File: config.mk
export PLATFORM = sky130hd
export DESIGN_NAME = alu_pipe
export DESIGN_NICKNAME = d
export VERILOG_FILES = /design/src/rtl/alu_pipe.sv
export SDC_FILE = /design/constraint.sdc
export NUM_CORES = 1
export LEC_CHECK = 0
export ABC_AREA = 0
export CELL_PAD_IN_SITES_DETAIL_PLACEMENT = 0
export CELL_PAD_IN_SITES_GLOBAL_PLACEMENT = 2
export CORE_MARGIN = 2
export CORE_UTILIZATION = 34
export CTS_CLUSTER_DIAMETER = 60
export CTS_CLUSTER_SIZE = 16
export DETAILED_ROUTE_END_ITERATION = 10
export PLACE_DENSITY_LB_ADDON = 0.05
export SYNTH_ARGS = -nofsm -noshare
export SYNTH_HDL_FRONTEND = slang
export SYNTH_SLANG_ARGS = --single-unit
File: constraint.sdc
create_clock -name clk -period 3.56 [get_ports clk]
set_input_delay 0.356 -clock clk [delete_from_list [all_inputs] [get_ports clk]]
set_output_delay 0.356 -clock clk [all_outputs]
set_load 0.02 [all_outputs]
File: src/rtl/alu_pipe.sv
// Two-stage pipelined ALU with valid/ready handshakes on both sides.
// S1 captures operands and decodes the opcode; S2 computes and registers result, flags and tag.
module alu_pipe #(
  parameter int unsigned DATA_WIDTH = 8,
  parameter int unsigned OP_WIDTH   = 3,
  parameter int unsigned TAG_WIDTH  = 4
) (
  input  logic                  clk,
  input  logic                  rst,
  input  logic                  flush,
  input  logic                  in_valid,
  output logic                  in_ready,
  input  logic [DATA_WIDTH-1:0] A,
  input  logic [DATA_WIDTH-1:0] B,
  input  logic [OP_WIDTH-1:0]   op,
  input  logic [TAG_WIDTH-1:0]  in_tag,
  output logic                  out_valid,
  input  logic                  out_ready,
  output logic [DATA_WIDTH-1:0] result,
  output logic [TAG_WIDTH-1:0]  out_tag,
  output logic                  flag_z,
  output logic                  flag_c,
  output logic                  flag_v
);

  localparam int unsigned MSB = DATA_WIDTH - 1;
  localparam int unsigned KW  = $clog2(DATA_WIDTH + 1);

  typedef enum logic [2:0] {
    OP_LD   = 3'd0,
    OP_OUT  = 3'd1,
    OP_ADD  = 3'd2,
    OP_SUB  = 3'd3,
    OP_NAND = 3'd4,
    OP_NOR  = 3'd5,
    OP_XOR  = 3'd6,
    OP_SHFL = 3'd7
  } op_e;

  logic                  r_s1_valid;
  logic [DATA_WIDTH-1:0] r_s1_a;
  logic [DATA_WIDTH-1:0] r_s1_b;
  logic [OP_WIDTH-1:0]   r_s1_op;
  logic [TAG_WIDTH-1:0]  r_s1_tag;

  logic                  r_s2_valid;
  logic [DATA_WIDTH-1:0] r_result;
  logic [TAG_WIDTH-1:0]  r_tag;
  logic                  r_z;
  logic                  r_c;
  logic                  r_v;

  logic                  w_s1_adv;
  logic                  w_s2_adv;
  logic                  w_in_xfer;
  op_e                   w_op;
  logic                  w_is_add;
  logic                  w_is_sub;
  logic [DATA_WIDTH:0]   w_sum;
  logic [DATA_WIDTH:0]   w_diff;
  logic [KW-1:0]         w_k;
  logic [DATA_WIDTH-1:0] w_shfl;
  logic [DATA_WIDTH-1:0] w_res;
  logic                  w_c;
  logic                  w_v;

  // Stall chain: a stage may advance when it is empty or its successor advances.
  assign w_s2_adv  = ~r_s2_valid | out_ready;
  assign w_s1_adv  = ~r_s1_valid | w_s2_adv;
  assign in_ready  = w_s1_adv & ~rst;
  assign w_in_xfer = in_valid & w_s1_adv;

  assign w_op     = op_e'(r_s1_op);
  assign w_is_add = (w_op == OP_ADD);
  assign w_is_sub = (w_op == OP_SUB);

  assign w_sum  = {1'b0, r_s1_a} + {1'b0, r_s1_b};
  assign w_diff = {1'b0, r_s1_a} - {1'b0, r_s1_b};

  // Lowest set bit of B wins; k is its 1-based position (DATA_WIDTH shifts everything out).
  always_comb begin
    w_k = '0;
    for (int i = DATA_WIDTH - 1; i >= 0; i--) begin
      if (r_s1_b[i]) w_k = KW'(i + 1);
    end
  end

  assign w_shfl = (r_s1_b == '0) ? r_s1_a : (r_s1_a << w_k);

  always_comb begin
    w_res = r_s1_a;
    w_c   = 1'b0;
    w_v   = 1'b0;
    case (w_op)
      OP_LD, OP_OUT: w_res = r_s1_a;
      OP_ADD:  w_res = w_sum[MSB:0];
      OP_SUB:  w_res = w_diff[MSB:0];
      OP_NAND: w_res = ~(r_s1_a & r_s1_b);
      OP_NOR:  w_res = ~(r_s1_a | r_s1_b);
      OP_XOR:  w_res = r_s1_a ^ r_s1_b;
      OP_SHFL: w_res = w_shfl;
      default: w_res = r_s1_a;
    endcase
    if (w_is_add) begin
      w_c = w_sum[DATA_WIDTH];
      w_v = (r_s1_a[MSB] == r_s1_b[MSB]) && (w_sum[MSB] != r_s1_a[MSB]);
    end else if (w_is_sub) begin
      w_c = w_diff[DATA_WIDTH];
      w_v = (r_s1_a[MSB] != r_s1_b[MSB]) && (w_diff[MSB] != r_s1_a[MSB]);
    end
  end

  // Valid bits: reset and flush both empty the pipe; flush blocks any transfer.
  always_ff @(posedge clk or posedge rst) begin
    if (rst) begin
      r_s1_valid <= 1'b0;
      r_s2_valid <= 1'b0;
    end else if (flush) begin
      r_s1_valid <= 1'b0;
      r_s2_valid <= 1'b0;
    end else begin
      if (w_s1_adv) r_s1_valid <= in_valid;
      if (w_s2_adv) r_s2_valid <= r_s1_valid;
    end
  end

  always_ff @(posedge clk or posedge rst) begin
    if (rst) begin
      r_s1_a   <= '0;
      r_s1_b   <= '0;
      r_s1_op  <= '0;
      r_s1_tag <= '0;
    end else if (!flush && w_in_xfer) begin
      r_s1_a   <= A;
      r_s1_b   <= B;
      r_s1_op  <= op;
      r_s1_tag <= in_tag;
    end
  end

  // Output registers only load on a real S1->S2 move, so they hold while stalled.
  always_ff @(posedge clk or posedge rst) begin
    if (rst) begin
      r_result <= '0;
      r_tag    <= '0;
      r_z      <= 1'b0;
      r_c      <= 1'b0;
      r_v      <= 1'b0;
    end else if (!flush && w_s2_adv && r_s1_valid) begin
      r_result <= w_res;
      r_tag    <= r_s1_tag;
      r_z      <= (w_res == '0);
      r_c      <= w_c;
      r_v      <= w_v;
    end
  end

  assign out_valid = r_s2_valid;
  assign result    = r_result;
  assign out_tag   = r_tag;
  assign flag_z    = r_z;
  assign flag_c    = r_c;
  assign flag_v    = r_v;

endmodule

-- Word level (Yosys, flattened, before mapping)
Cells that the tools add are included.
- bits in registers: 40
- output and inout port bits: 17
- logic and storage cells: 67
- input port bits: 28
- shift-type cells: 1
- add/subtract/negate cells: 2
- multiplexer cells: 18
- eq/ne operators: 11
- bitwise gates (word level): 12
- reduce and logical (&&, ||, !) cells: 12
- operator list (operator ; count):
    case mux 8 bit (7 select lines) ; 1
    2-to-1 mux 4 bit ; 8
    zero test 8 bit ; 2
    inverter 8 bit ; 2
    equality test 3 bit, second input constant ; 4
    adder 8 x 8 -> 9 bit ; 1
    subtractor 8 x 8 -> 9 bit ; 1
    AND 8 bit ; 1
    2-to-1 mux 1 bit ; 8
    2-to-1 mux 8 bit ; 1
    OR 8 bit ; 1
    left shift 8 x 4 -> 8 bit ; 1
    XOR 8 bit ; 1
    equality test 3 x 2 -> 1 bit, second input constant ; 2
    logical AND 1 bit ; 5
    nonzero test 2 bit ; 2
    equality test 3 x 1 -> 1 bit, second input constant ; 1
    zero test 3 bit ; 1
    != test 1 bit ; 3
    inverter 1 bit ; 3
    AND 1 bit ; 2
    OR 1 bit ; 2
    OR reduction 2 bit ; 1
    equality test 1 bit ; 1
    zero test 1 bit ; 1

-- Longest topological paths before layout
- word-level depth: 12
- gate-level depth with buffers: 12
- mapped depth without buffers: 12

-- Worst setup path before layout
OpenSTA, ideal clock, no wires.
- path type: reg2reg
- start point: register r_s1_b[0]
- end point: register r_z, in the netlist flag_z
- stages on the path, launching flop included: 11
- path slack: 0.968 ns
- library setup time: 0.121 ns
- buffers on the path: 0
- arrival: 2.471 ns
- cells stage by stage: dfrtp_1 -> ha_1 -> fa_1 -> a21oi_1 -> o21bai_1 -> a2111oi_0 -> nor4_2 -> o32ai_1 -> o21ai_1 -> nor4b_2 -> a32o_2
- longest elaborated chain between the ends: 5
- elaborated cells between the ends (all ways): 13
- those cells by class: add/sub: 2; shift: 1; mux: 3; bitwise: 5; reduce/logical: 2
- ends and longest elaborated chain (what ; line ; text):
    from (decl) ; 42 ; logic [DATA_WIDTH-1:0] r_s1_b;
    from (signal assigned) ; 130 ; r_s1_b <= '0;
    from (signal assigned) ; 135 ; r_s1_b <= B;
    2-to-1 mux 4 bit ; 84 ; if (r_s1_b[i]) w_k = KW'(i + 1);
    left shift 8 x 4 -> 8 bit ; 88 ; assign w_shfl = (r_s1_b == '0) ? r_s1_a : (r_s1_a << w_k);
    2-to-1 mux 8 bit ; 88 ;
    case mux 8 bit (7 select lines) * ; 94 ; case (w_op)
    zero test 8 bit * ; 152 ; r_z <= (w_res == '0);
    to (signal assigned) ; 152 ;
    to (decl) ; 49 ; logic r_z;
Mark *: on every way between the ends. The rest lies on a longest branch, timed or not.
A chain may end at the register's enable or synchronous reset.

-- Worst setup path in the final report
- start point: register r_s1_b[1]
- end point: register r_z, in the netlist flag_z
- longest elaborated chain between the ends: 6
- elaborated cells between the ends (all ways): 14
- those cells by class: add/sub: 2; shift: 1; mux: 4; bitwise: 5; reduce/logical: 2
- ends and longest elaborated chain (what ; line):
    2-to-1 mux 4 bit (2 in a row) ; 84
    left shift 8 x 4 -> 8 bit ; 88
    2-to-1 mux 8 bit ; 88
    case mux 8 bit (7 select lines) * ; 94
    zero test 8 bit * ; 152
Marks and branches as above.

==> results.txt <==
Post-route ant nets: 0
All-Layer GR Usage: 0.2023
Post-CTS Setup Bufs: 0
Busiest grt layer: met2
Synth-to-Final Area Change: 20.45%
Crit-path max FO: 12
Share of layout cells above drive strength 1: 0.1398
Setup TNS: 0 ns
Met3 GRT Util: 0.02804
Reg power frac: 0.331
M1 GR Usage: 0.2911
Psw: 0.8627 mW
Switching Fraction: 0.4363
Initial Util: 0.3519
Leak Pwr: 1.686 nW
Die area: 0.01041 sq mm
CP startpoint kind: flip-flop
WS Path Type: flip-flop to flip-flop
Hold Path Class: flip-flop to flip-flop
Starting DRC count in detailed routing: 172
IO buf count: 44
Final setup viols: 0
DP Cell Count: 544
Largest net degree at the start of global routing: 23
Finished Core Util: 0.4239
Area share of the largest cell type after synthesis: 0.3064
Clk buf depth: 2
Gate power share: 0.520
Pwr Density: 502.5 mW/mm^2
Final min period: 3.077 ns
H-tree Lvls: 2
Clock latency on the worst-skew pair: 0.30 ns
MaxCap Viol Count: 0
Chip height: 102.0 um
Max frequency: 0.3250 GHz
Via count: 3022
Finished Layout Cells: 551
# IOs: 45
Synth Instances: 377
DP Wirelength: 7738 um
Diodes inserted: 0
Syn Nets: 431
Final-report hold violation count: 0
Largest stage delay on the critical path: 0.58 ns
Top FF cell, synth: dfrtp_1
Cts hold-fix bufs: 0
Fin crit share: 0.8644
Vias/cell: 5.485
Status: finished, final reports clean
Setup crit end kind: flip-flop
Number of global-route vias before repair: 2993
Maximum vdd drop: 0.1797 mV
Synthesized area per cell: 8.665 sq um
Placed cell area: 0.003854 sq mm
CTS tree: yes
Post-CTS sizing: 0
Slew @ Worst Pin: 0.8371 ns
Rows: 35
Nets: 476
Number of synthesized flops with an enable pin: 0
Buf+Inv Stages, Crit Path: 1
# DRC: 0
Ranking of synthesized cells by area: dfrtp_1 31%, ha_1 9.2%, mux2_2 7.9%
Reg clk slew, reported paths: 0.08 ns
Crit-path leading delay family: compound AO/OA/AOI/OAI gates
Relative slew slack: 0.4420
First-pass detailed-route iteration total: 4
Synthesis-stage register bit count: 40
GRT overflow: 0
Core area: 0.009284 sq mm
Yosys cell types: 69
Internal power: 1.115 mW
Initial antenna violation count: 0
Root Buffer: clkbuf_8
Worst Skew: 0.009887 ns
GRT met2 Usage: 0.3269
Final WL: 9992 um
Synthesized area: 0.003267 sq mm
Critical path required time: 3.79 ns
WL per Instance: 18.13 um
Clock power frac: 0.150
Die Wd: 102.0 um
Final Wtd Congestion: 0.8770
Async SR Flop Fraction: 1.000
Total CTS buffers: 5
Crit path max-delay cell type: dfrtp_1
YS warnings: 0
Crit path DAT: 3.31 ns
Sequential area share after synthesis: 0.3064
Post-layout instance area: 0.003935 sq mm
First-pass GRT wire length: 16330 um
Final slew viol count: 0
RSZ-0062 raised after global routing: no
Post-synth top area cell: dfrtp_1
Critical-path cell list: inv_1 > ha_1 > a211oi_1 > nor2_1 > a221o_1 > a21oi_1 > o21ai_0 > o21a_1 > nor4b_2 > a32o_2
CTS sink count: 40
worst register-to-register path: cells and delay by family, from the launching register on:
kind / cells / cell delay, ns
compound gates: 6 / 1.40
simple gates: 2 / 0.44
buf+inv: 1 / 0.24
fa+ha+maj: 1 / 0.35
flops: 1 / 0.58
kinds of logic after synthesis:
group,synth area share
AO/OA/AOI/OAI,0.2474
adder cells (fa/ha/maj),0.1042
buffers and inverters,0.06434
flip-flops,0.3064
multiplexers,0.09498
AND/OR/NAND/NOR,0.1827
per-layer routing:
metal | vias to the layer above | part of all wire
met1 | 1483 | 0.49
met5 | - | 0
met3 | 7 | 0.037
met2 | 73 | 0.47
li1 | 1459 | -
met4 | 0 | 0.0082
metrics by stage:
stage          hold slack (ns)  worst slack (ns)  power (mW)
2_1_floorplan           0.4224            0.9681       1.319
3_3_place_gp            0.4464            0.5700       1.687
3_5_place_dp            0.4531            0.4853       1.685
4_1_cts                 0.4811            0.4715       1.986
5_1_grt                 0.5140            0.1837       2.140
6_report                0.4715            0.4829       1.977
flip-flops by register name, summed over array words and instances, names as in the netlist:
name,count
r_s1_a,8
r_s1_b,8
result,8
out_tag,4
r_s1_tag,4
r_s1_op,3
flag_c,1
flag_v,1
flag_z,1
out_valid,1
r_s1_valid,1
Yosys cell counts, types with 4 or more instances:
| library cell | number |
|---|---|
| o211ai_1 | 4 |
| o31ai_1 | 4 |
| o22ai_1 | 11 |
| o21bai_1 | 4 |
| buf_6 | 4 |
| o21ai_0 | 19 |
| nor3_1 | 5 |
| a21boi_0 | 5 |
| ha_1 | 24 |
| inv_1 | 26 |
| clkbuf_1 | 9 |
| o21ai_1 | 6 |
| buf_2 | 5 |
| a211oi_1 | 5 |
| nand2_1 | 35 |
| nor2_1 | 38 |
| mux2i_1 | 4 |
| mux2_2 | 23 |
| a21oi_1 | 28 |
| dfrtp_1 | 40 |
| nand3_1 | 4 |
| nand2b_1 | 4 |
power by group through the flow:
stage | logic [mW] | registers, mW | clock network [mW]
final | 1.03 | 0.654 | 0.296
after global routing | 1.14 | 0.670 | 0.329
after global placement | 1.03 | 0.660 | 0
after detailed placement | 1.02 | 0.663 | 0
after floorplan | 0.634 | 0.685 | 0
after CTS | 1.03 | 0.655 | 0.305
path summary, 6_finish.rpt:
kind / startpoint / slack [ns] / to / cells past startpoint
max in group asynchronous: rst / 2.30 / result[6] / 3
hold reg to reg: r_s1_tag[0] / 0.47 / out_tag[0] / 2
setup reg to reg: r_s1_b[1] / 0.48 / flag_z / 10
setup / recovery: r_s1_b[1] / 0.48 / flag_z / 10
min in group asynchronous: rst / 0.50 / r_s1_valid / 2
hold / removal: r_s1_tag[0] / 0.47 / out_tag[0] / 2
layout make-up:
class | instances | area (sq um)
clock buffer | 5 | 68.82
sequential | 40 | 1001
timing repair buffer | 57 | 538.0
clock inverter | 2 | 12.51
inverter | 26 | 97.59
multi-input combinational | 292 | 2056
tap | 129 | 161.4
fill | 968 | 5349
layout by cell type (no fill, tap or decap), drive strengths merged, types with 3 or more instances in the layout:
cell / synthesis / layout
clkdlybuf4s50: 0 / 44
dfrtp: 40 / 40
nor2: 39 / 39
nand2: 37 / 37
a21oi: 28 / 28
inv: 26 / 26
o21ai: 25 / 25
ha: 24 / 24
mux2: 24 / 24
buf: 9 / 13
o22ai: 11 / 11
nor3: 6 / 6
a211oi: 5 / 5
a21boi: 5 / 5
clkbuf: 9 / 5
o31ai: 5 / 5
o21bai: 4 / 4
o211ai: 4 / 4
nand2b: 4 / 4
nand3: 4 / 4
mux2i: 4 / 4
a221oi: 4 / 4
nor4: 4 / 4
nor2b: 3 / 3
nand4: 3 / 3
a221o: 3 / 3
and3: 3 / 3
a31oi: 3 / 3
o22a: 3 / 3
nor3b: 3 / 3
Note: power is estimated with default switching activity, not from simulation.
==> RTL change, RTL diff (config.mk and constraints unchanged) <==
The parameter `DATA_WIDTH` goes from 8 to 32.
--- a/src/rtl/alu_pipe.sv
+++ b/src/rtl/alu_pipe.sv
@@ -3,3 +3,3 @@
 module alu_pipe #(
-  parameter int unsigned DATA_WIDTH = 8,
+  parameter int unsigned DATA_WIDTH = 32,
   parameter int unsigned OP_WIDTH   = 3,
Interface: changed (resized A, B and result); port bits go from 45 to 117. The function was not compared with the original's and may differ.
==> RTL change against the original RTL <==
The flow now finishes with violations (negative setup slack); sequential power increased to 2.8 times the old value; wire length increased to 7.2 times the old value; final area increased to 5.3 times the old value; power increased to 6.1 times the old value; highest routed layer unchanged; sequential cell count increased by 72; sequential share of layout area decreased by 12 points; non-clock buffer count increased by 649; largest cell class unchanged; clock power increased to 3.9 times the old value; area after synthesis increased to 3.9 times the old value; setup slack got worse by 1.1 ns.
==> RTL change: results (changes against the original RTL) <==
----------------------------------------------------
[Global routing]
  Total routing resource utilization after global routing ... 0.368 (was 0.202)
  Met1 Track Usage GR ... 0.515 (was 0.291)
  Global-route wire length before repair ... 105 mm (was 16.3 mm)

[Timing]
  Final worst slack ... -0.600 ns (was 0.483 ns)
  Worst setup skew after layout ... 0.0112 ns (was 0.00989 ns)
  Count of final setup violators ... 19 (was 0)
  Final TNS setup ... -3.73 ns (was 0 ns)

[Yosys]
  Leading post-synthesis cells by instance count ... nand2_1, a21oi_1, nor2_1 (was dfrtp_1, nor2_1, nand2_1)
  Synth area leaders ... dfrtp_1, ha_1, mux2_2, a21oi_1, nand2_1 (was dfrtp_1, ha_1, mux2_2, nor2_1, a21oi_1)
  Synthesized instance count ... 1657 (was 377)
  Count of different cell masters after synthesis ... 83 (was 69)
  Synthesized Nets ... 1831 (was 431)

[Placed design]
  Count of buffers from port buffering ... 116 (was 44)
  Half-perimeter wire length after placement ... 56.8 mm (was 7.74 mm)

[Worst setup path]
  Crit path max-delay family ... simple AND/OR/NAND/NOR gates (was compound AO/OA/AOI/OAI gates)
  Arrival @ worst endpoint ... 4.51 ns (was 3.31 ns)
  Maximum fanout encountered on the critical timing path ... 6 (was 12)
  Worst path max stage delay ... 0.54 ns (was 0.58 ns)

[Clocking]
  Clock insertion delay at the later pin of the skew report ... 0.41 ns (was 0.30 ns)
  Maximum level of the CTS H-tree ... 3 (was 2)
  Root buffer cell ... clkbuf_16 (was clkbuf_8)

[Drt]
  Detailed-routed wire length on met3 ... 7.48 mm (was 370 um)
  Post-detailed-route wirelength per cell ... 26.0 um (was 18.1 um)
  Initial DRC count ... 1619 (was 172)
  Number of optimization iterations in the first detailed-route pass ... 6 (was 4)

[Run status]
  Run status ... finished, violations left (was completed)
  Violations in the final reports ... negative setup slack

[Cells and area]
  Nets ... 2437 (was 476)

[Hold path]
  HP Class ... input pin to asynchronous set/reset pin (was flop to flop)

[Power and ir drop]
  Leakage Power ... 0.00906 uW (was 0.00169 uW)

----------------------------------------------------
[RTL change: cell families after synthesis]
group | after synthesis | share of synthesized area
flops | 112 | 0.218
xor+xnor | 22 | 0.0150
fa+ha+maj | 98 | 0.0966
buf+inv | 216 | 0.0638
simple gates | 530 | 0.194
compound gates | 570 | 0.303
mux | 109 | 0.109
[RTL change: per-stage QoR]
stage                     setup WS (ns)  utilization  hold slack [ns]  area (um2)  total power [uW]
after floorplan                  -0.150            -            0.422       12900              5300
after global placement           -0.935        0.491            0.448       18400              9460
after detailed placement         -0.931        0.491            0.451       18400              9450
after CTS                        -0.552        0.538            0.478       20200             11400
after global routing             -0.762        0.558            0.497       20900             12700
final                            -0.600        0.558            0.446       20900             12100
[RTL change: repair_timing]
action	4_1_cts	5_1_grt
cloned	2	0
resized for setup	241	144
setup buffers	47	27
hold buffers	0	0
pin swaps	83	72
endpoints found under the setup margin	28	28
[RTL change: path summary, 6_finish.rpt]
| check | from | slack (ns) | depth (start not counted) | end |
|---|---|---|---|---|
| worst max-delay path | r_s1_b[15] | -0.60 | 16 | flag_z |
| worst min-delay path | rst | 0.45 | 2 | out_valid |
| worst max register to register | r_s1_b[15] | -0.60 | 16 | flag_z |
| worst min register to register | r_s1_tag[1] | 0.48 | 2 | out_tag[1] |
| max in group asynchronous | rst | 2.26 | 3 | r_s1_b[15] |
| min in group clk | r_s1_tag[1] | 0.48 | 2 | out_tag[1] |
[RTL change: layout make-up]
type,count,area [um2]
clock buffers,9,225
clock inverters,7,80.1
fillers,3508,16600
inverters,105,397
multi-input cells,1329,10800
flip-flops and latches,112,2820
well taps,511,639
repair buffers,706,5990
[RTL change: report_power, final]
group | switching, uW | internal, uW
combinational | 4920 | 4230
clock | 628 | 507
sequential | 253 | 1550
